**src/rtl/sr_config_tx.sv**
```systemverilog
// Serial configuration transmitter: shifts a captured word MSB-first into the divider or
// row shift register through a generated sr_clk, and issues standalone sr_reset pulses.
// Optional build macro SR_AUTOCLEAR_EN: precede every load with a clear phase.
module sr_config_tx #(
  parameter int WIDTH   = 16,
  parameter int CLK_DIV = 4
) (
  input  logic             cfg_clk,
  input  logic             cfg_reset_n,
  input  logic             start,
  input  logic             target_sel,
  input  logic [WIDTH-1:0] load_data,
  input  logic             clear_req,
  output logic             busy,
  output logic             done,
  output logic             sr_data,
  output logic             sr_clk,
  output logic             sr_sel_div,
  output logic             sr_sel_row,
  output logic             sr_reset
);

  localparam int BW = (WIDTH > 1) ? $clog2(WIDTH) : 1;
  localparam logic [7:0]    PH_LAST = 8'(CLK_DIV - 1);
  localparam logic [BW-1:0] BIT_TOP = BW'(WIDTH - 1);

  typedef enum logic [2:0] {
    S_IDLE = 3'd0,
    S_LO   = 3'd1,
    S_HI   = 3'd2,
    S_HOLD = 3'd3,
    S_CLR  = 3'd4,
    S_FIN  = 3'd5
  } state_t;

  state_t           state_q;
  logic [7:0]       phase_q;
  logic [BW-1:0]    bit_q;
  logic [WIDTH-1:0] data_q;
  logic             tgt_q;
  logic             pend_q;
  logic             busy_q;
  logic             done_q;
  logic             sr_data_q;
  logic             sr_clk_q;
  logic             sel_div_q;
  logic             sel_row_q;
  logic             sr_reset_q;

  logic             ph_last_s;
  logic [BW-1:0]    bit_dec_s;

  assign ph_last_s = (phase_q == PH_LAST);
  assign bit_dec_s = bit_q - BW'(1);

  assign busy       = busy_q;
  assign done       = done_q;
  assign sr_data    = sr_data_q;
  assign sr_clk     = sr_clk_q;
  assign sr_sel_div = sel_div_q;
  assign sr_sel_row = sel_row_q;
  assign sr_reset   = sr_reset_q;

  // Control FSM; every output is set on the transition into the state that owns it.
  always_ff @(posedge cfg_clk) begin
    if (!cfg_reset_n) begin
      state_q    <= S_IDLE;
      phase_q    <= 8'd0;
      bit_q      <= '0;
      data_q     <= '0;
      tgt_q      <= 1'b0;
      pend_q     <= 1'b0;
      busy_q     <= 1'b0;
      done_q     <= 1'b0;
      sr_data_q  <= 1'b0;
      sr_clk_q   <= 1'b0;
      sel_div_q  <= 1'b0;
      sel_row_q  <= 1'b0;
      sr_reset_q <= 1'b0;
    end else begin
      done_q <= 1'b0;
      case (state_q)
        S_IDLE: begin
          phase_q <= 8'd0;
          if (clear_req) begin
            // A simultaneous start is dropped, not queued.
            state_q    <= S_CLR;
            busy_q     <= 1'b1;
            sr_reset_q <= 1'b1;
            pend_q     <= 1'b0;
          end else if (start) begin
            data_q <= load_data;
            tgt_q  <= target_sel;
            bit_q  <= BIT_TOP;
            busy_q <= 1'b1;
`ifdef SR_AUTOCLEAR_EN
            state_q    <= S_CLR;
            sr_reset_q <= 1'b1;
            pend_q     <= 1'b1;
`else
            state_q   <= S_LO;
            sr_data_q <= load_data[WIDTH-1];
            sel_div_q <= ~target_sel;
            sel_row_q <= target_sel;
`endif
          end
        end
        S_LO: begin
          if (ph_last_s) begin
            phase_q  <= 8'd0;
            sr_clk_q <= 1'b1;
            state_q  <= S_HI;
          end else begin
            phase_q <= phase_q + 8'd1;
          end
        end
        S_HI: begin
          if (ph_last_s) begin
            phase_q  <= 8'd0;
            sr_clk_q <= 1'b0;
            if (bit_q == '0) begin
              state_q <= S_HOLD;
            end else begin
              bit_q     <= bit_dec_s;
              sr_data_q <= data_q[bit_dec_s];
              state_q   <= S_LO;
            end
          end else begin
            phase_q <= phase_q + 8'd1;
          end
        end
        S_HOLD: begin
          if (ph_last_s) begin
            phase_q   <= 8'd0;
            state_q   <= S_FIN;
            busy_q    <= 1'b0;
            done_q    <= 1'b1;
            sr_data_q <= 1'b0;
            sel_div_q <= 1'b0;
            sel_row_q <= 1'b0;
          end else begin
            phase_q <= phase_q + 8'd1;
          end
        end
        S_CLR: begin
          if (ph_last_s) begin
            phase_q    <= 8'd0;
            sr_reset_q <= 1'b0;
            pend_q     <= 1'b0;
            // A pending load (auto-clear) goes straight to its first bit without FIN.
            if (pend_q) begin
              state_q   <= S_LO;
              sr_data_q <= data_q[BIT_TOP];
              sel_div_q <= ~tgt_q;
              sel_row_q <= tgt_q;
            end else begin
              state_q <= S_FIN;
              busy_q  <= 1'b0;
              done_q  <= 1'b1;
            end
          end else begin
            phase_q <= phase_q + 8'd1;
          end
        end
        S_FIN: begin
          state_q <= S_IDLE;
        end
        default: begin
          state_q    <= S_IDLE;
          phase_q    <= 8'd0;
          busy_q     <= 1'b0;
          sr_data_q  <= 1'b0;
          sr_clk_q   <= 1'b0;
          sel_div_q  <= 1'b0;
          sel_row_q  <= 1'b0;
          sr_reset_q <= 1'b0;
          pend_q     <= 1'b0;
        end
      endcase
    end
  end

endmodule

```
**config.mk**
```make
export PLATFORM = sky130hd
export DESIGN_NAME = sr_config_tx
export DESIGN_NICKNAME = d
export VERILOG_FILES = /design/src/rtl/sr_config_tx.sv
export SDC_FILE = /design/constraint.sdc
export NUM_CORES = 1
export LEC_CHECK = 0
export ABC_CLOCK_PERIOD_IN_PS = 2300
export CAP_MARGIN = 15
export CORE_UTILIZATION = 53
export DETAILED_ROUTE_END_ITERATION = 16
export GPL_ROUTABILITY_DRIVEN = 0
export HOLD_SLACK_MARGIN = 0.02
export PLACE_DENSITY_LB_ADDON = 0.15
export SETUP_SLACK_MARGIN = 0.15
export SLEW_MARGIN = 0
export SYNTH_ARGS = -nofsm -noshare
export SYNTH_HDL_FRONTEND = slang
export SYNTH_SLANG_ARGS = --single-unit
export TNS_END_PERCENT = 20
```
**constraint.sdc**
```tcl
create_clock -name cfg_clk -period 2.3 [get_ports cfg_clk]
set_input_delay 0.23 -clock cfg_clk [delete_from_list [all_inputs] [get_ports cfg_clk]]
set_output_delay 0.23 -clock cfg_clk [all_outputs]
set_load 0.02 [all_outputs]
```
# After elaboration in Yosys (flattened, before gate mapping)
# Cells that the tools add are included.
[classes]
n_addsub = 2
n_lt_le_gt_ge = 1
eq_ne = 17
n_mux = 51
bitwise_logic = 7
reduce_logical = 16
[op_table]
columns = ["operator", "n"]
rows = [
  ["$mux 1", 26],
  ["$mux 3", 7],
  ["$ne 2x2->1 const B", 10],
  ["$mux 4", 4],
  ["$pmux 8 s2", 1],
  ["$pmux 3 s5", 1],
  ["$reduce_and 5->1", 3],
  ["$pmux 1 s4", 3],
  ["$reduce_or 4->1", 3],
  ["$pmux 1 s3", 3],
  ["$reduce_and 3->1", 3],
  ["$add 8x1->8 const B", 1],
  ["$eq 8x2->1 const B", 1],
  ["$mux 8", 1],
  ["$pmux 4 s2", 1],
  ["$reduce_and 8->1", 1],
  ["$not 1->1", 7],
  ["$eq 3x2->1 const B", 2],
  ["$eq 3x3->1 const B", 2],
  ["$reduce_and 6->1", 1],
  ["$lt 4x5->1 const B", 1],
  ["$pmux 1 s5", 1],
  ["$bmux 1 s4", 1],
  ["$logic_not 4->1", 1],
  ["other kinds (9)", 9],
]
[word_totals]
reg_bits = 40
input_bits = 21
output_inout_bits = 7
word_cells = 107

# Logic depth before layout (Yosys ltp)
# Gate-level depths: netlist of run 1.
[depth]
ltp_word = 6
mapped_depth = 9
ltp_nobuf = 7

# Worst setup path before layout of run 1
# No wires, ideal clock.
[synth_path]
path_kind = "register -> register"
startpoint = "register bit_q[0]"
endpoint = "register sr_data_q (netlist: sr_data)"
setup_ps = 122
t_arrival_ps = 1745
required_ps = 2178
path_slack_ps = 433
path_stages_with_launch = 9
path_buffers = 2
period_less_slack_ps = 1867
path_cell_list = "dfxtp_1 -> buf_6 -> inv_1 -> ha_1 -> clkbuf_1 -> mux4_2 -> a21o_1 -> a211oi_2 -> o21ai_1"
[synth_between]
elab_chain_len = 6
elab_cells_between_ends = 9
classes_between = "add/sub (1); eq/ne (1); mux (5); reduce/logical (2)"
[synth_rtl]
columns = ["item", "line", "source"]
rows = [
  ["start: declaration", "38", "logic [BW-1:0] bit_q;"],
  ["start signal: assignment", "124", "bit_q <= bit_dec_s;"],
  ["$sub 4x1->4", "54", "assign bit_dec_s = bit_q - BW'(1);"],
  ["$bmux 1 s4", "125", "sr_data_q <= data_q[bit_dec_s];"],
  ["$mux 1 (implied by the code)", "125", ""],
  ["$mux 1", "121", "if (bit_q == '0) begin"],
  ["$mux 1", "118", "if (ph_last_s) begin"],
  ["$pmux 1 s5", "82", "case (state_q)"],
  ["end signal: assignment", "102", "sr_data_q <= load_data[WIDTH-1];"],
  ["end signal: assignment", "125", ""],
  ["end signal: assignment", "153", "sr_data_q <= data_q[BIT_TOP];"],
  ["end: declaration", "44", "logic sr_data_q;"],
]
# Several ways; a longest one is shown, not always the timed one. The select of a mux whose other input is x is not followed.
# A chain may end at the register's enable or synchronous reset.

# Final worst setup path of run 1
[layout_path]
startpoint = "register bit_q[1]"
endpoint = "register sr_data_q (netlist: sr_data)"
# The elaborated chain is that of the path after synthesis.

==> impl.org, run 1 <==
** Outcome
- Outcome :: finished clean

** Drt
- After detailed routing, the average wire length per cell comes to 12.9 um.
- The first TritonRoute pass finished after 4 iterations.
- Total Wirelength :: 3780 um
- Total via count after detailed routing :: 1627
- For this block, the initial DRC count from the detailed router was 100.
- Dividing the detail-routed via count by the number of cells gives 5.53.
- In the routed design, unresolved DRC markers number 0.
- The count of nets left with antenna violations once routing finished came out at 0.

** Pwr
- The share of total power dissipated in the clock network is 0.303.
- The share of total power dissipated in sequential elements is 0.518.
- Power spread over the standard cell area amounts to 632 nW/um^2.
- Total internal power :: 1.02 mW
- Switching Power :: 381 uW
- Combinational Power Share :: 0.179
- The completed layout was analyzed and its total power is 1.40 mW.
- The analysis attributes to cell leakage a power of 0.787 nW.
- Maximum vdd ir drop :: 0.369 mV
- Of the total power, the share spent switching nets is 0.272.

** Die
- Die ar. :: 3760 um^2
- Height of the die :: 61.4 um
- Core Region :: 3360 um^2
- Measured along the x axis, the die boundary spans 61.4 um.
- Row cnt :: 21
- Boundary Pins :: 28
- For this configuration, the core starts out at a cell density of 0.555.

** CTS
- Max H-tree Level :: 2
- Buffer count from post-CTS setup fixing :: 0
- Post-CTS repair changed the size of 0 cells.
- Counting every sink on the clock net gives 38.
- Worst-skew pair later-pin latency :: 0.34 ns
- TritonCTS built the clock tree.
- Clock-pin slew was measured on the worst setup and hold paths at 0.11 ns.
- Number of CTS-inserted buffers :: 5
- Buffer levels on the longest clock path :: 2
- The tree is rooted in a sky130_fd_sc_hd__clkbuf_4.
- The number of hold buffers added after CTS was 0.

** Synth
- Synthesis produced a netlist with a net count of 248.
- Of the synthesized area, sequential elements account for 0.408.
- The most used flip-flop cell after synthesis is sky130_fd_sc_hd__dfxtp_1.
- Fraction of synthesized cell area taken by the top area cell type :: 0.408
- Of all flip-flops after synthesis, the portion carrying an async set or reset was 0.
- The biggest area contributor in the post-synthesis netlist is sky130_fd_sc_hd__dfxtp_1.
- Dominant cells by area after synthesis :: sky130_fd_sc_hd__dfxtp_1 (41%), sky130_fd_sc_hd__nand2_1 (8.2%), sky130_fd_sc_hd__a21oi_1 (7.5%)
- Leading cell types by count after synthesis :: sky130_fd_sc_hd__nand2_1 (41), sky130_fd_sc_hd__dfxtp_1 (38), sky130_fd_sc_hd__a21oi_1 (28)
- EDFF count, synth :: 0
- Summing every instance area after synthesis gives 1870 um^2.
- Count of cell types in the netlist :: 44
- Counting every instance in the synthesized netlist gives 225.
- Synth warnings :: 0
- Yosys instantiated no cell more often than sky130_fd_sc_hd__nand2_1.
- Average cell area after synthesis :: 8.30 um^2
- After synthesis the netlist holds a flip-flop and latch count of 38.

** Global routing
- The initial antenna violation count came to 0.
- Global-route wire length before repair :: 6060 um
- For this run the aggregate overflow at the end of global routing stands at 0.
- Entering global routing, the biggest net connects 25 pins.
- The via count of the first global-routing pass came to 1313.
- Total routing usage reported by global routing :: 0.222

** Placed design
- In this run the tool buffered the top-level ports with 27 buffer cells.
- Worst slack after detailed placement :: 0.456 ns
- Counting tap cells, the placed design contains a total of 286 instances.
- Half-perimeter wire length after detailed placement :: 2680 um

** Timing
- Worst-case clock skew :: 0.00642 ns
- Final setup vio count :: 0
- For this run, the top clock speed supported by timing is 542 MHz.
- At the pin with the least slew margin, the transition time is 0.806 ns.
- Adding up every negative setup slack in the final design gives 0 ns.
- Remaining max-slew budget at the tightest pin :: 0.462
- The max-slew violation total from the final report is 0.
- Setup repair after global routing left no endpoint under its margin.
- Final critical-path share of the clock period :: 0.802
- Count of endpoints failing hold in the final timing report :: 0
- Smallest setup slack after layout :: 0.455 ns
- Clock period minus final worst setup slack :: 1.84 ns

** Critical path
- At the worst endpoint, the arrival time is 2.09 ns.
- Worst Path Max Fanout :: 7
- Critical path endpoint category :: register
- The number of cells on the worst reg-to-reg path is 7.
- Master of the slowest instance on the critical path :: sky130_fd_sc_hd__ha_1
- Walking the worst path, the cells encountered are inv_1, ha_1, mux4_2, mux2i_1, nor3b_1, a211oi_2, o21ai_1.
- Worst setup SP type :: register
- The setup path with the least slack is of type reg -> reg.
- Data on the critical path is required at its endpoint by 2.54 ns.
- Worst reg2reg startpoint :: bit_q[1]
- Crit path from :: bit_q[1]
- Stage delay of the slowest cell on the critical path :: 0.44 ns

** Final layout
- The repair_antennas step left the layout with diodes totalling 0.
- In the final layout, the share of cells above drive strength 1 is 0.0927.
- The filler cells instantiated in the layout total 312.
- The sequential cells in the finished layout cover a total of 761 um^2.
- For this run, the post-layout net count is 270.
- Final cell count without fillers :: 294
- Area of the multi-input gates :: 1000 um^2
- Compared with the post-synthesis result, the final layout area differs by 18.9%.

** Min path
- Hold Path Depth :: 3
- Worst Hold Launch :: load_data[14]
- The path class of the tightest hold or removal check is in -> reg.

** Flow run
- # Max-Cap Violations :: 0
-- flip-flops by register name (all words and copies together), names as in the netlist --
signal      count
bit_q           4
busy            1
data_q         16
done            1
phase_q         8
sr_clk          1
sr_data         1
sr_reset        1
sr_sel_div      1
sr_sel_row      1
state_q         3
-- cells by family (layout without fill, tap and decap cells) --
logic type                 count (synthesis)  after routing  share of synthesized area
AOI/OAI and AO/OA                         55             55                      0.188
xor gates and xnor gates                   9              9                     0.0422
adders and majority gates                  2              2                     0.0134
buffers and inverters                     23             46                     0.0570
DFF                                       38             38                      0.408
muxes                                      7              7                     0.0576
and+or+nand+nor                           91             91                      0.235
-- critical path: cells and delay by family, from the launching register on --
kind            cells  cell delay, ns
mux                 2            0.49
buf+inv             1            0.06
flops               1            0.40
compound gates      2            0.27
fa+ha+maj           1            0.44
simple gates        1            0.08
-- layer usage --
layer	wire, um	GRT usage	part of all wire	vias up
met4	31	0.0444	0.0082	0
met5	0	0	0	-
li1	-	-	-	826
met2	1650	0.295	0.44	51
met1	1890	0.341	0.50	746
met3	211	0.0819	0.056	4
-- cell type report --
type	count	area share
Inverter	8	0.0135
Multi-Input combinational cell	164	0.450
Sequential cell	38	0.343
Timing Repair Buffer	30	0.132
Clock buffer	8	0.0355
Tap cell	46	0.0259
-- power groups by stage --
stage / Clock (mW) / Combinational [mW] / Sequential (mW)
2_1_floorplan: 0 / 0.176 / 0.732
3_3_place_gp: 0 / 0.248 / 0.740
3_5_place_dp: 0 / 0.251 / 0.742
4_1_cts: 0.436 / 0.253 / 0.727
5_1_grt: 0.469 / 0.277 / 0.732
6_report: 0.425 / 0.251 / 0.727
-- metrics by stage --
| step | hold WS, ns | instance area (um^2) | utilization |
|---|---|---|---|
| detailed placement | 0.447 | 2140 | 0.637 |
| global route | 0.406 | 2220 | 0.660 |
| global placement | 0.441 | 2140 | 0.637 |
| finish | 0.419 | 2220 | 0.660 |
| floorplan | 0.350 | 1870 | - |
| CTS | 0.413 | 2220 | 0.660 |
-- worst paths after layout --
| kind | end | slack, ns |
|---|---|---|
| min reg2reg | data_q[14] | 0.46 |
| max reg2reg | sr_data | 0.46 |
| min | data_q[14] | 0.42 |
| max | sr_data | 0.46 |
-- placed cells by master, fill, tap and decap left out, types with 5 or more instances in the layout --
master / count
sky130_fd_sc_hd__a21oi_1: 28
sky130_fd_sc_hd__clkbuf_4: 5
sky130_fd_sc_hd__clkdlybuf4s50_1: 27
sky130_fd_sc_hd__dfxtp_1: 38
sky130_fd_sc_hd__inv_1: 7
sky130_fd_sc_hd__nand2_1: 41
sky130_fd_sc_hd__nand3_1: 6
sky130_fd_sc_hd__nor2_1: 19
sky130_fd_sc_hd__nor3_1: 5
sky130_fd_sc_hd__o21ai_0: 6
sky130_fd_sc_hd__xor2_1: 5
No activity file was read; power rests on OpenSTA's default activity.
==> inputs of run 2 (changes only) <==
--- a/config.mk
+++ b/config.mk
@@ -5,7 +5,7 @@
 export SDC_FILE = /design/constraint.sdc
 export NUM_CORES = 1
 export LEC_CHECK = 0
-export ABC_CLOCK_PERIOD_IN_PS = 2300
+export ABC_CLOCK_PERIOD_IN_PS = 1760
 export CAP_MARGIN = 15
 export CORE_UTILIZATION = 53
 export DETAILED_ROUTE_END_ITERATION = 16
==> constraint.sdc (replaced) <==
create_clock -name cfg_clk -period 1.76 [get_ports cfg_clk]
set_input_delay 0.176 -clock cfg_clk [delete_from_list [all_inputs] [get_ports cfg_clk]]
set_output_delay 0.176 -clock cfg_clk [all_outputs]
set_load 0.02 [all_outputs]
==> run 2 against run 1 <==
First-iteration DRC count shrank 18%. Cell count grew 6.1%. Clock-buffer cell count shrank 1. Utilization grew 5.8 points. Hold slack lost 0.063 ns. Highest routed layer unchanged.
==> impl.org, run 2 (synthesized netlist as in run 1, its figures left out) <==
** Outcome
- The run finished with clean final reports.

** Timing
- Final setup vio count :: 0
- In the finished design, the share of the clock period the worst path needs comes to 0.923.
- In this run the tightest slew margin relative to its limit is 0.719.
- Setup repair after global routing could not meet its margin everywhere.
- For the final database, setup skew stands at 0.00818 ns.
- Setup TNS :: 0 ns
- The max-slew violation total from the final report is 0.
- Static timing analysis puts the maximum clock frequency at 616 MHz.
- The smallest clock period supported by the final layout is computed as 1.62 ns.
- The number of failing hold endpoints at the final stage was 0.
- For the pin with the worst max-slew slack, the measured transition is 0.421 ns.

** Drt
- Drt via density :: 5.44
- The first detailed-routing pass took 4 iterations.
- Average wire per cell in the routed design :: 13.3 um
- Total via count after detailed routing :: 1697
- Once detail routing completed, the nets flagged for antenna violations numbered 0.
- Total Wirelength :: 4150 um
- DR iter-0 viols :: 82
- For this run, design rule violations remaining after detail routing come to 0.

** Critical path
- The worst setup path is launched from a register.
- In this run the worst path has a maximum fanout of 7.
- Master of the slowest instance on the critical path :: sky130_fd_sc_hd__dfxtp_4
- The critical path starts at bit_q[0].
- Arrival time of data at the critical path endpoint :: 1.87 ns
- Stage delay of the slowest cell on the critical path :: 0.36 ns
- Worst path top cell family by delay :: multiplexers
- The worst register-to-register path begins at bit_q[0].
- Critical path endpoint category :: register
- The signal on the critical path passes through inv_2, ha_4, mux4_2, mux2i_1, nor3b_2, a211oi_2, o21ai_1.
- WP data required :: 2.01 ns
- The critical path is of the reg -> reg type.
- Counting both buffers and inverters, the worst setup path holds a total of 1.

** Final layout
- Commonest cells after routing, fill and taps aside :: sky130_fd_sc_hd__nand2_1 (41), sky130_fd_sc_hd__dfxtp_1 (33), sky130_fd_sc_hd__clkdlybuf4s50_1 (27), sky130_fd_sc_hd__a21oi_1 (26), sky130_fd_sc_hd__buf_4 (22)
- Of the cells placed in the final design, the portion with a size suffix greater than 1 is 0.218.
- Number of flip-flops in the largest register :: 16
- Filler Cells Inserted :: 285
- Area of the multi-input gates :: 1080 um^2
- Number of inserted diodes :: 0
- Sequential cell area in the final layout :: 769 um^2
- Ranked by flip-flop count, first place goes to data_q.
- Most frequent standard cell in the layout excluding fill and tap cells :: sky130_fd_sc_hd__nand2_1
- Final cell count without fillers :: 312
- The area growth from synthesis to layout is 29.4%.
- Final cell area excluding filler cells :: 2420 um^2
- Post-layout utilization of the core :: 0.718
- Top Registers :: data_q x16, phase_q x8, bit_q x4
- Nets :: 289

** CTS
- Buffer levels on the longest clock path :: 2
- Cell chosen for the clock root :: sky130_fd_sc_hd__clkbuf_4
- Buffers inserted during clock tree synthesis total 5.
- TritonCTS built the clock tree.
- Num Clock Sinks :: 38
- Clock-pin slew was measured on the worst setup and hold paths at 0.11 ns.
- Max H-tree Level :: 2
- Worst-skew pair later-pin latency :: 0.35 ns

** Die
- The floorplan step set the die width to 61.4 um.
- The die covers 3760 um^2.
- After floorplanning, the core was divided into 21 placement rows.
- After floorplanning, the core was sized to cover 3360 um^2.
- The initial utilization of the core area, before any placement, comes to 0.555.
- In this run the vertical extent of the chip is 61.4 um.
- Boundary Pins :: 28

** Pwr
- Total internal power :: 1.27 mW
- Of the total power, registers draw 0.527.
- Pleak :: 0.876 nW
- Of the total power, the share spent switching nets is 0.293.
- The share of total power dissipated in the clock network is 0.242.
- Total Power :: 1.79 mW
- Of the total power, combinational logic draws 0.231.
- Power per standard cell area :: 743 nW/um^2
- In this run the power spent charging and discharging nets is 525 uW.
- Maximum vdd ir drop :: 0.567 mV

** Placed design
- Buffers placed on the I/O ports in this run total 27.
- Counting tap cells, the placed design contains a total of 297 instances.
- The placed instances occupy a cell area of 2240 um^2.
- Half-perimeter wire length after detailed placement :: 2890 um

** Flow run
- # Max-Cap Violations :: 0

** Global routing
- Entering global routing, the biggest net connects 20 pins.
- Total routing usage reported by global routing :: 0.254
- Number of antenna violations at the first check in global routing :: 0
- Overflow left after global routing :: 0
- The via count of the first global-routing pass is 1526.
- Global-route wire length before repair :: 6930 um

** Min path
- Worst hold path class :: in -> reg
- The worst hold path begins at load_data[10].
run 2: cell types whose count changed in the layout (fill, tap and decap cells not counted), moves of 2 or more:
cell	before	now
sky130_fd_sc_hd__a21oi_1	28	26
sky130_fd_sc_hd__a21oi_2	0	2
sky130_fd_sc_hd__buf_4	3	22
sky130_fd_sc_hd__clkbuf_1	0	2
sky130_fd_sc_hd__clkbuf_8	3	0
sky130_fd_sc_hd__dfxtp_1	38	33
sky130_fd_sc_hd__dfxtp_2	0	4
sky130_fd_sc_hd__ha_1	2	0
sky130_fd_sc_hd__ha_4	0	2
sky130_fd_sc_hd__inv_1	7	5
sky130_fd_sc_hd__inv_2	1	3
run 2: final cells by class:
| type | instances | share of cell area |
|---|---|---|
| Clock buffer | 7 | 0.0186 |
| Inverter | 8 | 0.0124 |
| Multi-Input combinational cell | 164 | 0.446 |
| Sequential cell | 38 | 0.318 |
| Tap cell | 46 | 0.0238 |
| Timing Repair Buffer | 49 | 0.180 |
run 2: worst reg2reg max path, delay by kind of cell, from the launching register on:
family / cells / cell delay (ns)
muxes: 2 / 0.49
AOI/OAI and AO/OA: 2 / 0.25
and+or+nand+nor: 1 / 0.07
adders and majority gates: 1 / 0.31
buffers and inverters: 1 / 0.04
DFF: 1 / 0.36
run 2: final timing paths:
path,endpoint,slack [ns],cells after the start
setup / recovery,sr_data,0.14,7
hold / removal,data_q[10],0.36,3
setup reg to reg,sr_data,0.14,7
hold reg to reg,data_q[0],0.46,2
run 2: routing by layer:
metal	share of wire	routed length, um	track usage
met5	0	0	0
met4	0.011	46	0.0762
met3	0.044	183	0.0756
met2	0.46	1910	0.380
met1	0.48	2010	0.355
run 2: through the flow:
step / setup slack, ns / hold WS, ns
global route: 0.0465 / 0.345
global placement: 0.0642 / 0.440
finish: 0.136 / 0.355
detailed placement: 0.0434 / 0.445
CTS: 0.149 / 0.356
floorplan: 0.0640 / 0.296
run 2: what timing repair did:
action / CTS / global route
setup endpoints to repair: 19 / 24
hold buffers: 0 / 0
pin swaps: 3 / 5
buffers inserted: 5 / 3
gates resized for setup: 11 / 8
run 2: power groups by stage:
stage | clock [mW] | combinational (mW) | sequential (mW)
after detailed placement | 0 | 0.366 | 0.965
after global routing | 0.483 | 0.457 | 0.953
after CTS | 0.440 | 0.396 | 0.942
final | 0.434 | 0.414 | 0.946
after global placement | 0 | 0.363 | 0.965
after floorplan | 0 | 0.247 | 0.957
